$ cat config.mk
export PLATFORM = sky130hd
export DESIGN_NAME = br_update_queue
export DESIGN_NICKNAME = d
export VERILOG_FILES = /design/src/rtl/br_update_queue_pkg.sv /design/src/rtl/br_update_queue_conflict_check.sv /design/src/rtl/br_update_queue.sv
export SDC_FILE = /design/constraint.sdc
export NUM_CORES = 1
export LEC_CHECK = 0
export CAP_MARGIN = 15
export CORE_MARGIN = 10
export CORE_UTILIZATION = 30
export CTS_CLUSTER_DIAMETER = 200
export DETAILED_ROUTE_END_ITERATION = 12
export GPL_TIMING_DRIVEN = 0
export SETUP_SLACK_MARGIN = 0.15
export SLEW_MARGIN = 10
export SYNTH_ARGS = -nofsm -noshare
export SYNTH_HDL_FRONTEND = slang
export SYNTH_SLANG_ARGS = --single-unit
$ cat constraint.sdc
create_clock -name clk -period 8.7 [get_ports clk]
set_input_delay 0.87 -clock clk [delete_from_list [all_inputs] [get_ports clk]]
set_output_delay 0.87 -clock clk [all_outputs]
set_load 0.02 [all_outputs]
$ cat src/rtl/br_update_queue_pkg.sv
// Shared fetch-unit types: resolved-branch update entry, queue depth and the
// PHT index extraction used by both the update queue and the SAp predictor.
package FetchUnitTypes;

    localparam int BR_UPDATE_QUEUE_ENTRY_NUM = 8;
    localparam int BR_ADDR_WIDTH             = 32;
    localparam int BR_PREV_WIDTH             = 40;
    localparam int BR_INSN_ADDR_BIT_WIDTH    = 2;
    localparam int BR_PHT_INDEX_BITS         = 8;

    typedef logic [BR_PHT_INDEX_BITS-1:0] PhtIndexPath;

    // One resolved branch as handed to the predictor's update port.
    typedef struct packed {
        logic [BR_ADDR_WIDTH-1:0] addr;
        logic                     taken;
        logic                     mispred;
        logic                     isCondBr;
        logic [BR_PREV_WIDTH-1:0] prev;
    } BrUpdateEntry;

    // PHT index: drop the instruction-offset bits, keep the next index bits.
    function automatic PhtIndexPath ToPhtIndex(input logic [BR_ADDR_WIDTH-1:0] addr);
        return addr[BR_PHT_INDEX_BITS-1+BR_INSN_ADDR_BIT_WIDTH : BR_INSN_ADDR_BIT_WIDTH];
    endfunction

endpackage

$ cat src/rtl/br_update_queue_conflict_check.sv
// Drain-mask generator: a lane may drain only if every earlier lane drains
// and its PHT index differs from all earlier lanes of the same cycle.
module br_update_conflict_check
    import FetchUnitTypes::*;
#(
    parameter int OUT_WIDTH           = 2,
    parameter int ADDR_WIDTH          = BR_ADDR_WIDTH,
    parameter int INSN_ADDR_BIT_WIDTH = BR_INSN_ADDR_BIT_WIDTH,
    parameter int PHT_INDEX_BITS      = BR_PHT_INDEX_BITS
)(
    input  logic [OUT_WIDTH-1:0][ADDR_WIDTH-1:0] candAddr,
    input  logic [OUT_WIDTH-1:0]                 candAvail,
    output logic [OUT_WIDTH-1:0]                 drainMask
);

    logic [OUT_WIDTH-1:0][PHT_INDEX_BITS-1:0] candIndex;
    logic                                     unusedAddrBits;

    // Only the index field of each address takes part in the comparison.
    assign unusedAddrBits = ^candAddr;

    // Extract the PHT index of every candidate lane.
    always_comb begin
        candIndex = '0;
        for (int unsigned k = 0; k < OUT_WIDTH; k++) begin
            candIndex[k] = candAddr[k][PHT_INDEX_BITS-1+INSN_ADDR_BIT_WIDTH -: PHT_INDEX_BITS];
        end
    end

    // Prefix chain: stop at the first unavailable or index-conflicting lane.
    always_comb begin
        logic chain;
        logic distinct;
        drainMask    = '0;
        chain        = candAvail[0];
        drainMask[0] = chain;
        for (int unsigned k = 1; k < OUT_WIDTH; k++) begin
            distinct = 1'b1;
            for (int unsigned j = 0; j < k; j++) begin
                if (candIndex[j] == candIndex[k]) begin
                    distinct = 1'b0;
                end
            end
            chain        = chain && candAvail[k] && distinct;
            drainMask[k] = chain;
        end
    end

endmodule

$ cat src/rtl/br_update_queue.sv
// Resolved-branch update queue: circular FIFO between the execute pipes and
// the predictor update port; drains in order without PHT index collisions.
module br_update_queue
    import FetchUnitTypes::*;
#(
    parameter int ENTRY_NUM           = BR_UPDATE_QUEUE_ENTRY_NUM,
    parameter int IN_WIDTH            = 2,
    parameter int OUT_WIDTH           = 2,
    parameter int ADDR_WIDTH          = BR_ADDR_WIDTH,
    parameter int INSN_ADDR_BIT_WIDTH = BR_INSN_ADDR_BIT_WIDTH,
    parameter int PHT_INDEX_BITS      = BR_PHT_INDEX_BITS,
    parameter int PREV_WIDTH          = BR_PREV_WIDTH
)(
    input  logic                                  clk,
    input  logic                                  rst,
    input  logic [IN_WIDTH-1:0]                   inValid,
    input  logic [IN_WIDTH-1:0][ADDR_WIDTH-1:0]   inAddr,
    input  logic [IN_WIDTH-1:0]                   inTaken,
    input  logic [IN_WIDTH-1:0]                   inMispred,
    input  logic [IN_WIDTH-1:0]                   inIsCondBr,
    input  logic [IN_WIDTH-1:0][PREV_WIDTH-1:0]   inPrev,
    input  logic                                  hold,
    output logic [OUT_WIDTH-1:0]                  outValid,
    output logic [OUT_WIDTH-1:0][ADDR_WIDTH-1:0]  outAddr,
    output logic [OUT_WIDTH-1:0]                  outTaken,
    output logic [OUT_WIDTH-1:0]                  outMispred,
    output logic [OUT_WIDTH-1:0]                  outIsCondBr,
    output logic [OUT_WIDTH-1:0][PREV_WIDTH-1:0]  outPrev,
    output logic [$clog2(ENTRY_NUM):0]            count,
    output logic                                  full,
    output logic                                  empty,
    output logic [15:0]                           dropCount
);

    localparam int PTR_W = $clog2(ENTRY_NUM);
    localparam int CNT_W = PTR_W + 1;

    typedef struct packed {
        logic [ADDR_WIDTH-1:0] addr;
        logic                  taken;
        logic                  mispred;
        logic                  isCondBr;
        logic [PREV_WIDTH-1:0] prev;
    } QueueEntry;

    QueueEntry                          storage [ENTRY_NUM];
    logic [PTR_W-1:0]                   headPtr;
    logic [PTR_W-1:0]                   tailPtr;

    logic [IN_WIDTH-1:0]                wrEn;
    logic [IN_WIDTH-1:0][PTR_W-1:0]     wrSlot;
    logic [CNT_W-1:0]                   nEnq;
    logic [15:0]                        nDrop;
    logic [16:0]                        dropSum;

    logic [OUT_WIDTH-1:0][PTR_W-1:0]    rdSlot;
    logic [OUT_WIDTH-1:0][ADDR_WIDTH-1:0] candAddr;
    logic [OUT_WIDTH-1:0]               candAvail;
    logic [OUT_WIDTH-1:0]               drainMask;
    logic [CNT_W-1:0]                   nDeq;

    // Compact valid input lanes onto free slots; overflow lanes are dropped.
    // Free space is taken from the registered count, so same-cycle drains
    // never make room for same-cycle arrivals.
    always_comb begin
        int unsigned freeSlots;
        int unsigned written;
        int unsigned dropped;
        freeSlots = ENTRY_NUM - 32'(count);
        written   = 0;
        dropped   = 0;
        wrEn      = '0;
        wrSlot    = '0;
        for (int unsigned i = 0; i < IN_WIDTH; i++) begin
            if (inValid[i]) begin
                if (written < freeSlots) begin
                    wrEn[i]   = 1'b1;
                    wrSlot[i] = tailPtr + PTR_W'(written);
                    written   = written + 1;
                end else begin
                    dropped = dropped + 1;
                end
            end
        end
        nEnq  = CNT_W'(written);
        nDrop = 16'(dropped);
    end

    // Present the oldest entries; availability gated by reset, hold and occupancy.
    always_comb begin
        rdSlot      = '0;
        candAddr    = '0;
        candAvail   = '0;
        outAddr     = '0;
        outTaken    = '0;
        outMispred  = '0;
        outIsCondBr = '0;
        outPrev     = '0;
        for (int unsigned k = 0; k < OUT_WIDTH; k++) begin
            rdSlot[k]      = headPtr + PTR_W'(k);
            candAddr[k]    = storage[rdSlot[k]].addr;
            candAvail[k]   = !rst && !hold && (32'(count) > k);
            outAddr[k]     = storage[rdSlot[k]].addr;
            outTaken[k]    = storage[rdSlot[k]].taken;
            outMispred[k]  = storage[rdSlot[k]].mispred;
            outIsCondBr[k] = storage[rdSlot[k]].isCondBr;
            outPrev[k]     = storage[rdSlot[k]].prev;
        end
    end

    br_update_conflict_check #(
        .OUT_WIDTH           (OUT_WIDTH),
        .ADDR_WIDTH          (ADDR_WIDTH),
        .INSN_ADDR_BIT_WIDTH (INSN_ADDR_BIT_WIDTH),
        .PHT_INDEX_BITS      (PHT_INDEX_BITS)
    ) conflictCheck (
        .candAddr  (candAddr),
        .candAvail (candAvail),
        .drainMask (drainMask)
    );

    assign outValid = drainMask;

    // Number drained this cycle; the mask is a prefix so a popcount suffices.
    always_comb begin
        nDeq = '0;
        for (int unsigned k = 0; k < OUT_WIDTH; k++) begin
            nDeq = nDeq + CNT_W'(drainMask[k]);
        end
    end

    assign dropSum = {1'b0, dropCount} + {1'b0, nDrop};
    assign full    = (count == CNT_W'(ENTRY_NUM));
    assign empty   = (count == '0);

    // Entry storage; contents need no reset since count gates visibility.
    always_ff @(posedge clk) begin
        for (int unsigned i = 0; i < IN_WIDTH; i++) begin
            if (wrEn[i]) begin
                storage[wrSlot[i]] <= '{addr:     inAddr[i],
                                        taken:    inTaken[i],
                                        mispred:  inMispred[i],
                                        isCondBr: inIsCondBr[i],
                                        prev:     inPrev[i]};
            end
        end
    end

    // Pointer, occupancy and saturating drop-counter update.
    always_ff @(posedge clk) begin
        if (rst) begin
            headPtr   <= '0;
            tailPtr   <= '0;
            count     <= '0;
            dropCount <= '0;
        end else begin
            headPtr   <= headPtr + PTR_W'(nDeq);
            tailPtr   <= tailPtr + PTR_W'(nEnq);
            count     <= count + nEnq - nDeq;
            dropCount <= dropSum[16] ? 16'hFFFF : dropSum[15:0];
        end
    end

endmodule

[Word level (Yosys, flattened, before mapping)]
Memory sizes are Yosys's and may differ from the RTL's. A register that Yosys moved wholly into a read port is not among the register bits.
Cells that the tools add are included.
Widths: inputs -> output; s select.
Cells by class
  add/subtract/negate cells: 11
  equal/unequal tests: 2
  mux-type cells: 23
  reductions and logical operators: 8
  $lt $le $gt $ge: 4
Operators by type and width (count)
  $mux 16: 3
  $lt 1x32->1 const A: 1
  $lt 32x32->1: 1
  $add 16x16->17: 1
  $mux 3: 5
  $mux 1: 13
  $eq 8x8->1: 1
  $gt 4x1->1 const B: 2
  $mux 4: 2
  $add 3x3->3: 2
  $logic_and 1x1->1: 5
  $sub 4x4->5 const A: 1
  $add 1x1->2 const B: 2
  $add 4x4->4: 1
  $eq 4x4->1 const B: 1
  $logic_not 4->1: 1
  $sub 4x2->4: 1
  $add 3x1->3 const B: 1
  $add 3x2->3: 1
  $add 1x1->2: 1
  $logic_not 1->1: 2
Storage, ports and cells
  output and inout bits: 174
  memories kept: 1
  bits of input ports: 155
  flip-flop bits (word level): 26
  word-level logic and storage cells: 53
  RAM bits: 600
Memories
  storage: words 8, bits a word 75, rd ports 2, clocked after memory_dff 1, write ports 2, line br_update_queue.sv:46  | QueueEntry storage [ENTRY_NUM];

[Longest topological paths before layout]
Gate-level depths: netlist of run 1.
  word-level depth: 9
  gate-level depth with buffers: 18
  depth with buffers taken out: 18

[By module]
Synthesis of run 1 repeated with hierarchy kept, for this count alone.
Unflattened totals
  cell total of the unflattened synthesis: 4108
  area total of the unflattened synthesis: 44881.8 µm²
Modules (own cells, without submodules)
  br_update_queue: area an instance 44783.0 µm², sequential area each 18537.8 µm², cells an instance 4095, instances 1
  br_update_conflict_check: area an instance 98.8 µm², sequential area each 0.0 µm², cells an instance 13, instances 1

[Worst setup path after synthesis of run 1]
Ideal clock, no wire load.
  path type: reg2reg
  from: register count[0]
  to: memory storage[0][0] (netlist name) (enable)
  required time: 8.088 ns
  library setup time: 0.612 ns
  path buffers: 1
  data arrival time: 8.215 ns
  clock period less this slack: 8.826 ns
  stages on the path, launching flop included: 13
  setup slack: -0.126 ns
  path through: dfxtp_1 > inv_1 > ha_1 > nor2b_1 > a211o_1 > a31oi_4 > clkbuf_1 > and2_1 > ha_1 > nor2b_1 > nor3b_1 > mux2i_1 > o21ai_0
RTL lines
  start: declaration: line br_update_queue.sv:29  | output logic [$clog2(ENTRY_NUM):0] count,
  start signal: assignment: line br_update_queue.sv:159  | count <= count + nEnq - nDeq;
  end: declaration: line br_update_queue.sv:46

==> results.tsv, run 1 <==
stage	metric	value	unit
outcome	status	finished, final reports clean	
timing	final-hold-violation-count	0	
timing	fin_setup_tns	0	ns
worst_setup_path	worstPathRequired	7.83	ns
timing	rsz_0062_raised_after_global_routing	false	
worst_setup_path	worst_setup_path_start_kind	flip-flop	
worst_setup_path	cp_max_fo	10	
synthesis	synth_top_area_share	49.68	%
route	wl	127.7	mm
synthesis	netlist.top_cell.by_area	edfxtp_1	
cts	clkTransAtPathRegs	0.06	ns
timing	final_cycle_share	70.01	%
cells_and_area	finalNetCount	2806	
floorplanning	chipWidth	367.7	um
global_route	grt_antenna_before_repair	43	
worst_setup_path	cp_data_arrival_time	5.22	ns
global_route	vias_in_the_first_global_route	23594	
worst_setup_path	total_buffers_and_inverters_traversed_by_the_critical_path	7	
worst_setup_path	critical_path_class	reg -> out	
synthesis	ys_types	41	
timing	tightest_slew	1.193	ns
timing	slew-limit-headroom	20.47	%
worst_setup_path	cp-end-kind	output port	
worst_setup_path	crit_path_start	headPtr[0]	
cts	clock_path_buffers	3	
cts	tritoncts_clock_tree	yes	
route	drt-pass1-iter-count	5	
floorplanning	placement_rows	127	
cts	hold_bufs_at_cts	0	
flow_run	maxCapViolCount	0	
timing	fmaxAchievable	164.2	MHz
synthesis	netlist_top_cells_area	edfxtp_1 50%, mux2_2 20%, mux4_2 19%	
pwr	p_per_area	376.4	nW/um^2
synthesis	ys.warnings.count	0	
timing	final_period_minus_worst_setup_slack	6.090	ns
cts	post_cts.repair.setup_buffers	0	
cts	cts.root.buffer_cell	clkbuf_16	
floorplanning	core_region_area	120000	um^2
worst_setup_path	critPathMaxStageDelay	0.92	ns
route	avgViaCountPerCell	5.246	
pwr	max-vdd-ir-drop	0.0002182	V
cts	cts_resized	0	
floorplanning	die_height	367.7	um
floorplanning	top_level_ports	329	
cells_and_area	area_growth_syn_to_layout	25.04	%
floorplanning	fp.dieArea	135200	um^2
route	wire_length_per_cell_after_detailed_routing	29.66	um
synthesis	synth_seq_area_share	51.11	%
placed_design	routabilityCongestion	0.7606	
worst_setup_path	cpMaxStageDelayCell	clkbuf_1	
pwr	power.static_leakage	15.09	nW
worst_setup_path	critical_path.cell_chain	buf_2 -> buf_2 -> buf_4 -> buf_2 -> clkbuf_1 -> buf_2 -> mux4_2 -> nand2_1 -> nand2_1 -> clkdlybuf4s50_1	
cts	clkSinkCount	626	
worst_setup_path	worst_path_dominant_cell_family	buffers and inverters	
cts	count_of_h_tree_levels_built_during_cts	3	
floorplanning	initial_core_util	30.23	%
timing	report.final.slew_viol_count	0	
route	postRouteAntennaNets	0	
synthesis	synthCells	2175	
synthesis	synth.ff_latch_count	626	
route	drt-initial-drc-count	2146	
timing	finalHoldWorstSlack	0.5863	ns
global_route	grt_start_max_net_pins	18	
timing	setup_viol	0	
placed_design	dpl.hpwl	90.35	mm
route	vias	22596	
worst_setup_path	worst_r2r_src	headPtr[0]	
synthesis	mappedNetlistNets	2353	
cts	worst_skew_pair.late_latency	0.66	ns
global_route	wire_length_of_the_first_global_routing_pass	178.7	mm
cells_and_area	drive_above_1_share	46.46	%
timing	fin_skew	0.03768	ns
min_path	hold_path_startpoint	dropCount[14]	
worst_setup_path	worst_path_most_repeated_cell	buf_2	
synthesis	synth.cell_area	36270	um^2
synthesis	synthesis.area_per_instance	16.67	um^2
cts	cts_buffers	76	
global_route	globalRouteOverflowTotal	0	
placed_design	port_buffers	327	
global_route	grt_use_total	18.29	%
min_path	hold_class	reg -> reg	
route	detail_route.drc_violations	0	
final cells by class:
class	count	area [um^2]
diodes	13	32.53
plain buffers	164	823.3
clock buffers	89	1951
clock inverters	43	467.9
fillers	11133	74620
inverters	18	67.56
multi-input cells	1367	16940
flip-flops and latches	626	18540
well taps	1612	2017
repair buffers	375	4514
worst min-delay path, stage by stage (launching register included):
cell,delay [ns]
dfxtp_1,0.34
a31oi_1,0.15
nor3_1,0.05
synthesized netlist by cell type:
library cell / number
a211o_1: 1
a21o_1: 1
a21oi_1: 16
a311oi_1: 1
a31oi_1: 3
a31oi_4: 1
a41oi_1: 1
and2_1: 3
and3_1: 2
and3b_1: 1
and4_1: 1
buf_1: 9
buf_2: 68
buf_4: 22
buf_6: 5
clkbuf_1: 60
dfxtp_1: 26
edfxtp_1: 600
fa_1: 5
ha_1: 18
inv_1: 18
mux2_2: 634
mux2_4: 50
mux2i_1: 16
mux4_2: 304
nand2_1: 222
nand3_1: 10
nand3b_1: 1
nand4_1: 4
nor2_1: 12
nor2b_1: 12
nor3_1: 3
nor3b_1: 4
nor4_1: 1
o21ai_0: 4
o31ai_1: 2
o31ai_2: 1
or2_1: 1
or3_1: 2
xnor2_1: 11
xor2_1: 19
cells by family (layout without fill, tap and decap cells):
| logic type | count (synthesis) | count (layout) | share of synthesized area [%] |
|---|---|---|---|
| AOI/OAI and AO/OA | 31 | 31 | 0.5555 |
| adders and majority gates | 23 | 23 | 0.8970 |
| buffers and inverters | 182 | 689 | 2.449 |
| other | 0 | 13 | 0 |
| DFF | 626 | 626 | 51.11 |
| muxes | 1004 | 1004 | 41.08 |
| and+or+nand+nor | 279 | 279 | 3.184 |
| xor gates and xnor gates | 30 | 30 | 0.7245 |
flip-flops by register name, indices dropped and copies added, names as in the netlist:
signal,flops
tailPtr,3
headPtr,3
storage,600
count,4
dropCount,16
power breakdown:
part | internal (mW) | total [mW] | switching, mW
Clock | 1.82 | 3.15 | 1.33
Sequential | 4.22 | 4.51 | 0.289
Combinational | 4.44 | 9.41 | 4.97
Total | 10.5 | 17.1 | 6.59
per-layer routing:
metal | vias to the layer above | GRT usage, % | share of wire [%]
met4 | 50 | 5.441 | 2.2
li1 | 9749 | - | -
met5 | - | 0 | 0.24
met3 | 190 | 5.527 | 8.7
met2 | 791 | 30.04 | 48
met1 | 11816 | 23.10 | 40
worst paths after layout:
check                       end  slack [ns]  cells after the start
hold / removal    dropCount[14]        0.59                      2
setup / recovery    outAddr[33]        2.61                     10
hold reg to reg   dropCount[14]        0.59                      2
setup reg to reg       count[3]        3.30                     16
per-stage QoR:
step | utilization [%] | area (um^2) | total power, mW | cells | setup slack (ns)
2_1_floorplan | - | 36270 | 9.978 | 2175 | 1.367
3_3_place_gp | 34.64 | 41560 | 13.61 | 4114 | -4.656
3_5_place_dp | 35.74 | 42880 | 14.11 | 4161 | 3.181
4_1_cts | 37.76 | 45300 | 17.31 | 4293 | 2.459
5_1_grt | 37.79 | 45330 | 17.86 | 4301 | 2.305
6_report | 37.80 | 45350 | 17.07 | 4307 | 2.610
cell usage in the layout (no fill, tap or decap), types with 22 or more instances in the layout:
cell type        Yosys  final
buf_16               0     40
buf_2               68     68
buf_4               22     22
clkbuf_1            60     71
clkbuf_16            0     76
clkdlybuf4s50_1      0    327
dfxtp_1             26     26
edfxtp_1           600    600
mux2_2             634    634
mux2_4              50     50
mux4_2             304    304
nand2_1            222    222
Note: power is estimated with default switching activity, not from simulation.
==> inputs of run 2 (changes only) <==
==> constraint.sdc (replaced) <==
create_clock -name clk -period 6.2 [get_ports clk]
set_input_delay 0.62 -clock clk [delete_from_list [all_inputs] [get_ports clk]]
set_output_delay 0.62 -clock clk [all_outputs]
set_load 0.02 [all_outputs]
==> run 2 against run 1 <==
  * Global-route usage increased by 0.18 points
  * Sequential share of layout area decreased by 0.087 points
  * Routed wire length increased by 0.56%
  * Non-clock buffer count unchanged
  * Clock skew decreased by 0.017 ns
  * Combinational power increased by 39%
  * Sequential cell count unchanged
  * Sequential power increased by 41%
  * Clock power increased by 46%
  * Register-to-register slack got worse by 2.8 ns
==> results.tsv, run 2 (synthesized netlist as in run 1, its figures left out) <==
stage	metric	value	unit
cts	clkTransAtPathRegs	0.06	ns
global_route	globalRouteOverflowTotal	0	
pwr	max-vdd-ir-drop	0.0003717	V
cells_and_area	area_of_the_multi_input_gates	16940	um^2
timing	setup_viol	0	
placed_design	routabilityCongestion	0.7687	
global_route	grtUsageMet3	4.265	%
cells_and_area	area_growth_syn_to_layout	25.31	%
cells_and_area	layout_commonest_cell	mux2_2	
route	avgViaCountPerCell	5.285	
global_route	grt_start_max_net_pins	19	
floorplanning	die_height	367.7	um
route	vias	22794	
worst_setup_path	cp-end-kind	flip-flop	
worst_setup_path	worst-r2r-setup-slack	0.46	ns
floorplanning	chipWidth	367.7	um
timing	tightest_slew	1.212	ns
cts	clkSinkCount	626	
floorplanning	core_region_area	120000	um^2
cells_and_area	largest_register_ffs	600	
timing	fmaxAchievable	174.2	MHz
worst_setup_path	worst_path_dominant_cell_family	adder cells	
floorplanning	top_level_ports	329	
cells_and_area	drive_above_1_share	46.69	%
worst_setup_path	worst_path_most_repeated_cell	ha_1	
route	postRouteAntennaNets	0	
placed_design	place_area	42880	um^2
flow_run	maxCapViolCount	0	
timing	final_period_minus_worst_setup_slack	5.742	ns
cts	tritoncts_clock_tree	yes	
min_path	hold_class	in -> reg	
route	drt-initial-drc-count	2110	
worst_setup_path	total_buffers_and_inverters_traversed_by_the_critical_path	3	
cts	hold_bufs_at_cts	0	
worst_setup_path	worstPathRequired	6.70	ns
cts	cts_buffers	78	
pwr	fin_total_pwr	24.07	mW
placed_design	post-place-ws	0.3590	ns
route	wl	128.5	mm
placed_design	port_buffers	327	
cts	count_of_h_tree_levels_built_during_cts	3	
global_route	vias_in_the_first_global_route	24027	
timing	final-hold-violation-count	0	
cts	worst_skew_pair.late_latency	0.65	ns
global_route	global_route.usage.met2	30.78	%
worst_setup_path	critPathMaxStageDelay	0.72	ns
global_route	grt_antenna_before_repair	28	
pwr	p_per_area	529.7	nW/um^2
cells_and_area	finalNetCount	2808	
timing	report.final.slew_viol_count	0	
floorplanning	initial_core_util	30.23	%
cells_and_area	n_fill_cell	11169	
worst_setup_path	critical_path.cell_chain	ha_1 -> clkbuf_1 -> xor2_1 -> clkbuf_2 -> mux4_2 -> mux2_2 -> xor2_1 -> nor4_1 -> a31oi_1 -> ha_1 -> fa_1 -> inv_1 -> ha_1 -> a21o_1 -> a21oi_1 -> xnor2_1 -> nor2_1	
timing	fin_ws	0.4583	ns
timing	rsz_0062_raised_after_global_routing	false	
worst_setup_path	worst_setup_path_start_kind	flip-flop	
route	drt-pass1-iter-count	7	
timing	final_cycle_share	92.61	%
global_route	grt.met1_usage	24.03	%
cells_and_area	layout.cells.most_common_list	634 x mux2_2, 600 x edfxtp_1, 327 x clkdlybuf4s50_1	
cells_and_area	fin_area	45440	um^2
worst_setup_path	cp_data_arrival_time	6.24	ns
pwr	power.static_leakage	15.17	nW
worst_setup_path	cpMaxStageDelayCell	nor4_1	
outcome	status	finished, final reports clean	
cts	clock_path_buffers	3	
floorplanning	placement_rows	127	
cts	cts.root.buffer_cell	clkbuf_16	
floorplanning	fp.dieArea	135200	um^2
route	detail_route.drc_violations	0	
timing	fin_skew	0.02109	ns
global_route	grt_use_total	18.47	%
cells_and_area	seqCellArea	18540	um^2
timing	finalHoldWorstSlack	0.5073	ns
global_route	wire_length_of_the_first_global_routing_pass	181.0	mm
placed_design	dpl.hpwl	89.02	mm
worst_setup_path	cp_max_fo	10	
global_route	grt_most_used_layer	met2	
route	wire_length_per_cell_after_detailed_routing	29.78	um
timing	fin_setup_tns	0	ns
worst_setup_path	critical_path_class	reg -> reg	
timing	slew-limit-headroom	19.21	%
## run 2: worst register-to-register path, stage by stage, from the launching register on
cell	delay, ns
dfxtp_1	0.63
ha_1	0.24
clkbuf_1	0.35
xor2_1	0.22
clkbuf_2	0.34
mux4_2	0.37
mux2_2	0.33
xor2_1	0.15
nor4_1	0.72
a31oi_1	0.45
ha_1	0.37
fa_1	0.58
inv_1	0.06
ha_1	0.28
a21o_1	0.18
a21oi_1	0.17
xnor2_1	0.13
nor2_1	0.05
## run 2: path summary, 6_finish.rpt
path	depth (start not counted)	endpoint	start
min	2	tailPtr[0]	rst
min reg2reg	2	dropCount[14]	dropCount[14]
max reg2reg	17	count[3]	headPtr[1]
max	17	count[3]	headPtr[1]
## run 2: per-layer routing
layer | vias up | wire, um
li1 | 9748 | -
met1 | 11958 | 52950
met2 | 862 | 62870
met3 | 190 | 9535
met4 | 36 | 2875
met5 | - | 220
## run 2: layout make-up
type / instances / area share (%)
Antenna cell: 9 / 0.04956
Buffer: 164 / 1.831
Clock buffer: 102 / 4.725
Clock inverter: 40 / 0.8287
Inverter: 18 / 0.1487
Multi-Input combinational cell: 1367 / 37.27
Sequential cell: 626 / 40.79
Tap cell: 1612 / 4.438
Timing Repair Buffer: 375 / 9.917
## run 2: power by group
| part | internal [mW] | switching (mW) |
|---|---|---|
| sequential | 5.92 | 0.411 |
| combinational | 6.23 | 6.92 |
| clock | 2.73 | 1.86 |
| total | 14.9 | 9.19 |
## run 2: per-stage QoR
step	cells	utilization, %
floorplan	2175	-
global placement	4114	34.66
detailed placement	4161	35.74
CTS	4303	37.85
global route	4308	37.87
finish	4313	37.88
## run 2: timing repair
action | CTS | global route
cloned | 0 | 0
buffers inserted | 0 | 0
endpoints found under the setup margin | 14 | 6
gates resized for setup | 2 | 4
==> inputs of run 3 (changes only) <==
--- a/config.mk
+++ b/config.mk
@@ -6,6 +6,7 @@
 export NUM_CORES = 1
 export LEC_CHECK = 0
 export CAP_MARGIN = 15
+export CORE_ASPECT_RATIO = 1.25
 export CORE_MARGIN = 10
 export CORE_UTILIZATION = 30
 export CTS_CLUSTER_DIAMETER = 200
==> run 3 against run 2 <==
  * Count of clock-buffer cells in the layout decreased by 6
  * Total power down 1.5%
  * Largest cell class unchanged
  * Sequential share of layout area rose by 0.27 points
  * Via count shrank 1.2%
  * Register-to-register slack improved by 0.22 ns
  * Fmax grew 0.41%
  * Die area about the same
==> results.tsv, run 3 (synthesized netlist as in run 1, its figures left out) <==
stage	metric	value	unit
pwr	pwr-share-seq	26.7	%
cells_and_area	largest_register_ffs	600	
pwr	power_frac_comb	55.4	%
pwr	p_per_area	525.3	nW/um^2
route	wl	127.3	mm
pwr	max-vdd-ir-drop	0.0003399	V
timing	fin_ws	0.4815	ns
cells_and_area	layout.cells.most_common_list	634 x mux2_2, 600 x edfxtp_1, 327 x clkdlybuf4s50_1	
pwr	power_report.internal_total	14.53	mW
floorplanning	core_region_area	119900	um^2
route	detail_route.drc_violations	0	
worst_setup_path	cp_data_arrival_time	5.10	ns
floorplanning	placement_rows	142	
placed_design	dpl.hpwl	90.06	mm
cts	worst_skew_pair.late_latency	0.66	ns
worst_setup_path	critical_path.cell_chain	clkbuf_1 -> clkbuf_1 -> clkbuf_1 -> mux4_2 -> mux2_2 -> clkdlybuf4s50_1	
worst_setup_path	regToRegEndpoint	count[3]	
worst_setup_path	reg2reg_depth	16	
cts	cts_buffers	75	
worst_setup_path	worst_path_most_repeated_cell	clkbuf_1	
floorplanning	chipWidth	331.0	um
worst_setup_path	crit_path_start	headPtr[1]	
floorplanning	die_height	408.7	um
timing	slew-limit-headroom	19.57	%
cts	clkTransAtPathRegs	0.06	ns
worst_setup_path	total_buffers_and_inverters_traversed_by_the_critical_path	4	
worst_setup_path	critPathMaxStageDelay	0.91	ns
global_route	grt_antenna_before_repair	30	
worst_setup_path	cpMaxStageDelayCell	clkbuf_1	
worst_setup_path	worst-r2r-setup-slack	0.68	ns
cells_and_area	finalNetCount	2806	
timing	fmaxAchievable	174.9	MHz
timing	rsz_0062_raised_after_global_routing	false	
route	avgViaCountPerCell	5.263	
timing	fin_skew	0.02319	ns
timing	tightest_slew	1.206	ns
cells_and_area	area_of_the_multi_input_gates	16940	um^2
pwr	sw_frac_of_total	38.73	%
route	drt-initial-drc-count	1684	
timing	final_cycle_share	92.23	%
min_path	hold_class	in -> reg	
floorplanning	fp.dieArea	135300	um^2
flow_run	maxCapViolCount	0	
global_route	wire_length_of_the_first_global_routing_pass	180.9	mm
placed_design	port_buffers	327	
worst_setup_path	worstPathRequired	5.58	ns
route	postRouteAntennaNets	0	
cts	tritoncts_clock_tree	yes	
route	drt-pass1-iter-count	5	
cells_and_area	layout_commonest_cell	mux2_2	
cts	cts.root.buffer_cell	clkbuf_16	
worst_setup_path	crit_path_end	outPrev[12]	
cells_and_area	drive_above_1_share	46.59	%
global_route	globalRouteOverflowTotal	0	
worst_setup_path	cp-end-kind	output port	
worst_setup_path	cp_num_cells	6	
timing	setup_viol	0	
route	wire_length_per_cell_after_detailed_routing	29.75	um
route	vias	22524	
placed_design	post-place-ws	-0.008708	ns
timing	finalHoldWorstSlack	0.3623	ns
placed_design	routabilityCongestion	0.7642	
pwr	fin_total_pwr	23.72	mW
worst_setup_path	critical_path_class	reg -> out	
floorplanning	top_level_ports	329	
pwr	clock_power_share	17.9	%
worst_setup_path	worst_r2r_src	headPtr[0]	
cts	clkSinkCount	626	
global_route	vias_in_the_first_global_route	24399	
outcome	status	finished, final reports clean	
worst_setup_path	cp_max_fo	10	
cts	count_of_h_tree_levels_built_during_cts	3	
cells_and_area	seqCellArea	18540	um^2
worst_setup_path	worst_path_dominant_cell_family	buffers and inverters	
timing	final-hold-violation-count	0	
worst_setup_path	worst_setup_path_start_kind	flip-flop	
cts	hold_bufs_at_cts	0	
timing	report.final.slew_viol_count	0	
timing	final_period_minus_worst_setup_slack	5.719	ns
cells_and_area	area_growth_syn_to_layout	24.49	%
cts	clock_path_buffers	3	
pwr	power.static_leakage	15.04	nW
floorplanning	initial_core_util	30.24	%
global_route	grt_use_total	18.56	%
cells_and_area	n_fill_cell	11236	
global_route	grt_start_max_net_pins	19	
pwr	total_switching_power	9.185	mW
[run 3: timing repair]
action | 4_1_cts | 5_1_grt
setup endpoints to repair | 7 | 2
gates resized for setup | 4 | 3
buffers inserted | 0 | 0
[run 3: through the flow]
| stage | cell area [um^2] | utilization [%] | std cells | TNS [ns] |
|---|---|---|---|---|
| 2_1_floorplan | 36290 | - | 2175 | -127.84 |
| 3_3_place_gp | 41540 | 34.64 | 4086 | -2485.67 |
| 3_5_place_dp | 42800 | 35.69 | 4135 | -0.008708 |
| 4_1_cts | 45120 | 37.62 | 4271 | 0 |
| 5_1_grt | 45150 | 37.64 | 4279 | 0 |
| 6_report | 45150 | 37.65 | 4280 | 0 |
[run 3: layer usage]
metal | global-route usage, % | share of wire (%) | up-vias
met3 | 4.516 | 6.5 | 203
met4 | 6.705 | 3.1 | 34
met5 | 0 | 0.17 | -
met1 | 22.65 | 40 | 11846
li1 | - | - | 9723
met2 | 31.47 | 50 | 718
[run 3: power groups by stage]
stage / clock, mW / combinational [mW] / sequential (mW)
2_1_floorplan: 0 / 7.59 / 6.39
3_3_place_gp: 0 / 12.1 / 6.51
3_5_place_dp: 0 / 13.3 / 6.41
4_1_cts: 4.34 / 13.4 / 6.32
5_1_grt: 4.50 / 13.9 / 6.42
6_report: 4.25 / 13.1 / 6.33
[run 3: worst min-delay path by stage]
stage,slack (ns),depth (start not counted),to,startpoint
2_1_floorplan,0.55,2,tailPtr[2],tailPtr[2]
3_3_place_gp,0.57,2,dropCount[14],dropCount[14]
3_5_place_dp,0.58,2,dropCount[10],dropCount[10]
4_1_cts,0.31,2,headPtr[1],rst
5_1_grt,0.38,2,count[0],rst
6_report,0.36,2,count[0],rst
[run 3: worst reg2reg max path, delay by kind of cell (launching register included)]
family / cells / cell delay (ns)
xor gates and xnor gates: 2 / 0.31
buffers and inverters: 5 / 1.89
and+or+nand+nor: 1 / 0.05
AOI/OAI and AO/OA: 4 / 1.19
muxes: 1 / 0.39
DFF: 1 / 0.40
adders and majority gates: 3 / 1.14
[run 3: area by class of cell]
type,count,area share (%)
plain buffers,164,1.832
well taps,1584,4.390
multi-input cells,1367,37.53
diodes,9,0.04988
clock inverters,40,0.4850
inverters,18,0.1497
repair buffers,376,9.871
clock buffers,96,4.636
flip-flops and latches,626,41.06
==> RTL change 1: new RTL, config.mk and constraints of run 2 <==
`BR_PHT_INDEX_BITS`: 8 -> 9.
--- a/src/rtl/br_update_queue_pkg.sv
+++ b/src/rtl/br_update_queue_pkg.sv
@@ -6,7 +6,7 @@
     localparam int BR_ADDR_WIDTH             = 32;
     localparam int BR_PREV_WIDTH             = 40;
     localparam int BR_INSN_ADDR_BIT_WIDTH    = 2;
-    localparam int BR_PHT_INDEX_BITS         = 8;
+    localparam int BR_PHT_INDEX_BITS         = 9;
 
     typedef logic [BR_PHT_INDEX_BITS-1:0] PhtIndexPath;
 
Check against the original RTL: not settled (the Yosys comparison gave no result); the edit may change what the design does.
==> RTL change 1 against run 2 <==
  * Count of clock-buffer cells in the layout down 5
  * Sequential cell count unchanged
  * Total power down 0.83%
  * Largest power group unchanged
  * Synthesized cell count up 0.83%
  * Synthesized area down 0.14%
  * Highest routed layer unchanged
  * Clock power down 3%
  * Sequential power up 1%
  * Global-route usage down 0.23 points
  * Routed wire length down 1.3%
  * Setup slack better by 0.13 ns
  * Sequential share of layout area up 0.33 points
  * Utilization down 0.31 points
  * Design area down 0.81%
==> RTL change 1: results <==
[outcome]
status = completed

[timing]
finalClockSkew_ns = 0.0234
worstMarginPinSlew_ns = 1.05

[synthesis]
ys_seq_area_frac = 0.512
async_flop_share = 0
yosys-top-cells-area = edfxtp_1 50%, mux4_2 19%, mux2_2 17%
synth-edff-count = 600
synth_common_cells = 600 x edfxtp_1, 558 x mux2_2, 298 x mux4_2
syn_avg_cell_area_um2 = 16.5
syn-num-nets = 2372
yosysUniqueCellTypes = 43
yosysWarnings = 0

[cts]
cts_resized = 0
root_buffer = clkbuf_16
post_cts_buffers = 0
clk_pin_slew_ns = 0.06
htree_levels = 3
clk_latency_ns = 0.64
cts_buffers = 75
cts_buffer_depth = 3

[power]
ir_worst_vdd_mv = 0.387
p_leak_uw = 0.0150

[worst_hold_path]
holdCritPathClass = input pin to flop

[finish]
nFillCells = 11264
largest_reg_flops = 600
final_nets = 2825
drive_gt1_frac = 0.432

[placed_design]
dp_hpwl_mm = 89.0
placedCellCount = 4178
place.gp.congestion = 0.789
portBuffers = 326

[global_route]
grt_start_max_net_pins = 18
grt_pass1_vias = 23881
antenna_found_initial = 26
gr-usage-all-layers = 0.182
grt_pass1_wl_mm = 179

[drt]
drt_iter0_drc = 1966
wl_mm = 127
via_per_inst = 5.25
drcViolationCount = 0
first_pass_iters = 5
wire_per_inst_um = 29.3

[worst_setup_path]
crit_fanout = 11
max_stage_delay_ns = 0.69
crit_slowest_cell = clkdlybuf4s50_1
critPathArrivalTime_ns = 4.99
cp_top_family = buffers and inverters
## RTL change 1: cell types whose count changed in the layout (fill, tap and decap cells not counted), sizes merged, moves of 5 or more
| cell | delta |
|---|---|
| diode | -5 |
| nor2b | -7 |
| clkbuf | -26 |
| xnor2 | +12 |
| buf | +24 |
| mux4 | -6 |
| o21ai | +5 |
| mux2i | +18 |
| mux2 | -9 |
| xor2 | -12 |
| inv | +9 |
## RTL change 1: area by class of cell
| class | count | area, um^2 | area share |
|---|---|---|---|
| multi-input cells | 1372 | 16800 | 0.373 |
| plain buffers | 165 | 827 | 0.0183 |
| flip-flops and latches | 626 | 18500 | 0.411 |
| well taps | 1612 | 2020 | 0.0447 |
| inverters | 30 | 113 | 0.00250 |
| clock inverters | 38 | 387 | 0.00858 |
| diodes | 4 | 10.0 | 0.000222 |
| clock buffers | 97 | 2020 | 0.0449 |
| repair buffers | 376 | 4330 | 0.0960 |
## RTL change 1: kinds of logic (layout without fill, tap and decap cells)
group,Yosys count,count (layout),synth area share
mux,1007,1007,0.409
flops,626,626,0.512
simple gates,275,275,0.0312
buf+inv,195,706,0.0259
compound gates,36,36,0.00580
xor+xnor,30,30,0.00726
fa+ha+maj,24,24,0.00933
other cells,0,4,0
## RTL change 1: final timing paths
path	startpoint	endpoint	slack, ns	depth (start not counted)
worst max-delay path	headPtr[1]	outPrev[75]	0.59	9
worst min register to register	dropCount[12]	dropCount[12]	0.56	2
worst min-delay path	rst	headPtr[0]	0.40	2
worst max register to register	headPtr[1]	count[3]	0.97	16
## RTL change 1: layer usage
metal,routed length (um),up-vias,share of wire,track usage
met3,10100,212,0.079,0.0527
met1,52500,11858,0.41,0.234
met5,277,-,0.0022,0
met2,60800,816,0.48,0.301
met4,3170,44,0.025,0.0459
li1,-,9757,-,-
## RTL change 1: worst register-to-register path, stage by stage, from the launching register on
cell and delay, ns:
dfxtp_1 0.60, ha_1 0.22, buf_2 0.23, xor2_1 0.59
buf_2 0.52, mux4_2 0.42, xnor2_1 0.15, nor3_1 0.36
a31oi_1 0.26, ha_1 0.34, fa_1 0.57, inv_1 0.06
ha_1 0.28, a21o_1 0.18, a21oi_1 0.17, xnor2_1 0.13
nor2_1 0.05
## RTL change 1: through the flow
stage	setup slack, ns	TNS, ns	total power, uW	hold slack [ns]	cell area (um^2)
floorplan	-1.24	-558.48	14100	0.569	36200
global placement	-9.69	-4791.50	18800	0.539	41500
detailed placement	0.853	0	19700	0.551	42600
CTS	0.508	0	24200	0.361	45000
global route	0.269	0	25000	0.399	45100
finish	0.588	0	23900	0.400	45100
## RTL change 1: power by group
group          switching (uW)  internal (uW)  total (uW)  leakage (uW)
clock                    1830           2600        4430       0.00117
combinational            6870           6150       13000       0.00812
sequential                450           5970        6420       0.00570
==> RTL change 2: new RTL, flow settings as in run 2 <==
Made on the original files. Register the output `outMispred`, cleared by the reset; this adds one clock of latency there. The other outputs are not delayed to match.
--- a/src/rtl/br_update_queue.sv
+++ b/src/rtl/br_update_queue.sv
@@ -42,6 +42,8 @@
         logic                  isCondBr;
         logic [PREV_WIDTH-1:0] prev;
     } QueueEntry;
+
+    logic [OUT_WIDTH-1:0] outMispred_d;
 
     QueueEntry                          storage [ENTRY_NUM];
     logic [PTR_W-1:0]                   headPtr;
@@ -93,7 +95,7 @@
         candAvail   = '0;
         outAddr     = '0;
         outTaken    = '0;
-        outMispred  = '0;
+        outMispred_d = '0;
         outIsCondBr = '0;
         outPrev     = '0;
         for (int unsigned k = 0; k < OUT_WIDTH; k++) begin
@@ -102,7 +104,7 @@
             candAvail[k]   = !rst && !hold && (32'(count) > k);
             outAddr[k]     = storage[rdSlot[k]].addr;
             outTaken[k]    = storage[rdSlot[k]].taken;
-            outMispred[k]  = storage[rdSlot[k]].mispred;
+            outMispred_d[k]  = storage[rdSlot[k]].mispred;
             outIsCondBr[k] = storage[rdSlot[k]].isCondBr;
             outPrev[k]     = storage[rdSlot[k]].prev;
         end
@@ -161,5 +163,13 @@
         end
     end
 
+    always_ff @(posedge clk) begin
+        if (rst) begin
+            outMispred <= '0;
+        end else begin
+            outMispred <= outMispred_d;
+        end
+    end
+
 endmodule
 
Check against the original RTL: not settled (the Yosys comparison gave no result); the edit may change what the design does.
==> RTL change 2 against run 2 <==
  * Total power down 1.6%
  * Clock skew down 0.0046 ns
  * Count of clock-buffer cells in the layout up 2
  * Design area up 0.46%
  * Setup slack better by 0.16 ns
  * Non-clock buffer count up 9
  * Synthesized area up 0.28%
  * Routed wire length down 0.68%
  * Sequential cell count up 2
  * Critical path depth down 9
==> RTL change 2: results <==
[timing]
finalClockSkew_ns = 0.0165
worstMarginPinSlew_ns = 1.12

[cts]
htree_levels = 3
cts_resized = 0
cts_buffers = 79
post_cts_buffers = 0
clk_latency_ns = 0.64
root_buffer = clkbuf_16
cts_buffer_depth = 3
clk_pin_slew_ns = 0.06

[worst_setup_path]
max_stage_delay_ns = 0.95
critPathArrivalTime_ns = 4.96
crit_fanout = 10
crit_slowest_cell = xnor2_1

[synthesis]
synthMuxAreaShare = 0.404
synth-compound-area-share = 0.00564
yosysUniqueCellTypes = 42
yosysWarnings = 0
synth_xor_area_frac = 0.00764
async_flop_share = 0
ys.flop_type = edfxtp_1
synth_common_cells = 600 x edfxtp_1, 483 x mux2_2, 304 x mux4_2
syn-num-nets = 2358
synthAdderAreaFrac = 0.00894
syn_avg_cell_area_um2 = 16.7
ys_seq_area_frac = 0.511
yosys-top-cells-area = edfxtp_1 50%, mux4_2 19%, mux2_2 15%
synth-edff-count = 600

[global_route]
grt_pass1_wl_mm = 181
gr-usage-all-layers = 0.184
grt_start_max_net_pins = 17
antenna_found_initial = 30
grt_pass1_vias = 24303

[worst_hold_path]
holdCritPathClass = flop to flop

[placed_design]
pre_cts_ws_ns = 0.724
place.gp.congestion = 0.769
dp_hpwl_mm = 89.7
placedCellCount = 4169
portBuffers = 328

[drt]
drt_iter0_drc = 2222
vias = 22944
first_pass_iters = 7
wire_per_inst_um = 29.5

[finish]
largest_reg_flops = 600
finalNonFillerCells = 4331
drive_gt1_frac = 0.399
final_nets = 2822

[outcome]
status = completed

[power]
ir_worst_vdd_mv = 0.405
p_leak_uw = 0.0151
RTL change 2: cells by family (layout without fill, tap and decap cells):
kind of cell               Yosys count  in the layout
muxes                             1003           1003
DFF                                628            628
and+or+nand+nor                    280            280
buffers and inverters              185            712
AOI/OAI and AO/OA                   31             31
xor gates and xnor gates            30             30
adders and majority gates           23             23
other                                0             12
RTL change 2: power by group:
group | leakage (uW) | internal (uW) | switching, uW
Clock | 0.00123 | 2700 | 1880
Sequential | 0.00571 | 5890 | 386
Combinational | 0.00811 | 5990 | 6840
Total | 0.0151 | 14600 | 9100
RTL change 2: cell type report:
| cell class | count | area (um^2) |
|---|---|---|
| clock buffers | 104 | 2210 |
| diodes | 12 | 30.0 |
| clock inverters | 40 | 325 |
| plain buffers | 165 | 1050 |
| multi-input cells | 1367 | 16800 |
| flip-flops and latches | 628 | 18600 |
| well taps | 1612 | 2020 |
| repair buffers | 383 | 4600 |
| fillers | 11333 | 74500 |
| inverters | 20 | 75.1 |
RTL change 2: layer usage:
layer / share of wire / up-vias / global-route usage / wire [um]
met5: 0.0018 / - / 0 / 230
met4: 0.021 / 36 / 0.0449 / 2630
met3: 0.084 / 193 / 0.0540 / 10800
met2: 0.48 / 888 / 0.306 / 61700
met1: 0.41 / 12017 / 0.232 / 52200
li1: - / 9810 / - / -
RTL change 2: path summary, 6_finish.rpt:
kind                      start             to  slack, ns  cells after the start
setup reg to reg     headPtr[1]       count[3]       0.88                     17
setup / recovery     headPtr[0]    outAddr[42]       0.62                      8
hold reg to reg   dropCount[14]  dropCount[14]       0.55                      2
hold / removal    dropCount[14]  dropCount[14]       0.55                      2
RTL change 2: critical path: cells and delay by family, from the launching register on:
kind	cells	cell delay [ns]
buf+inv	4	2.49
xor+xnor	1	0.95
flops	1	0.34
simple gates	2	0.32
fa+ha+maj	1	0.20
RTL change 2: stage by stage:
stage                     power [uW]  area (um^2)
after floorplan                13600        36400
after global placement         18100        41700
after detailed placement       19300        43000
after CTS                      24000        45500
after global routing           24800        45600
final                          23700        45700
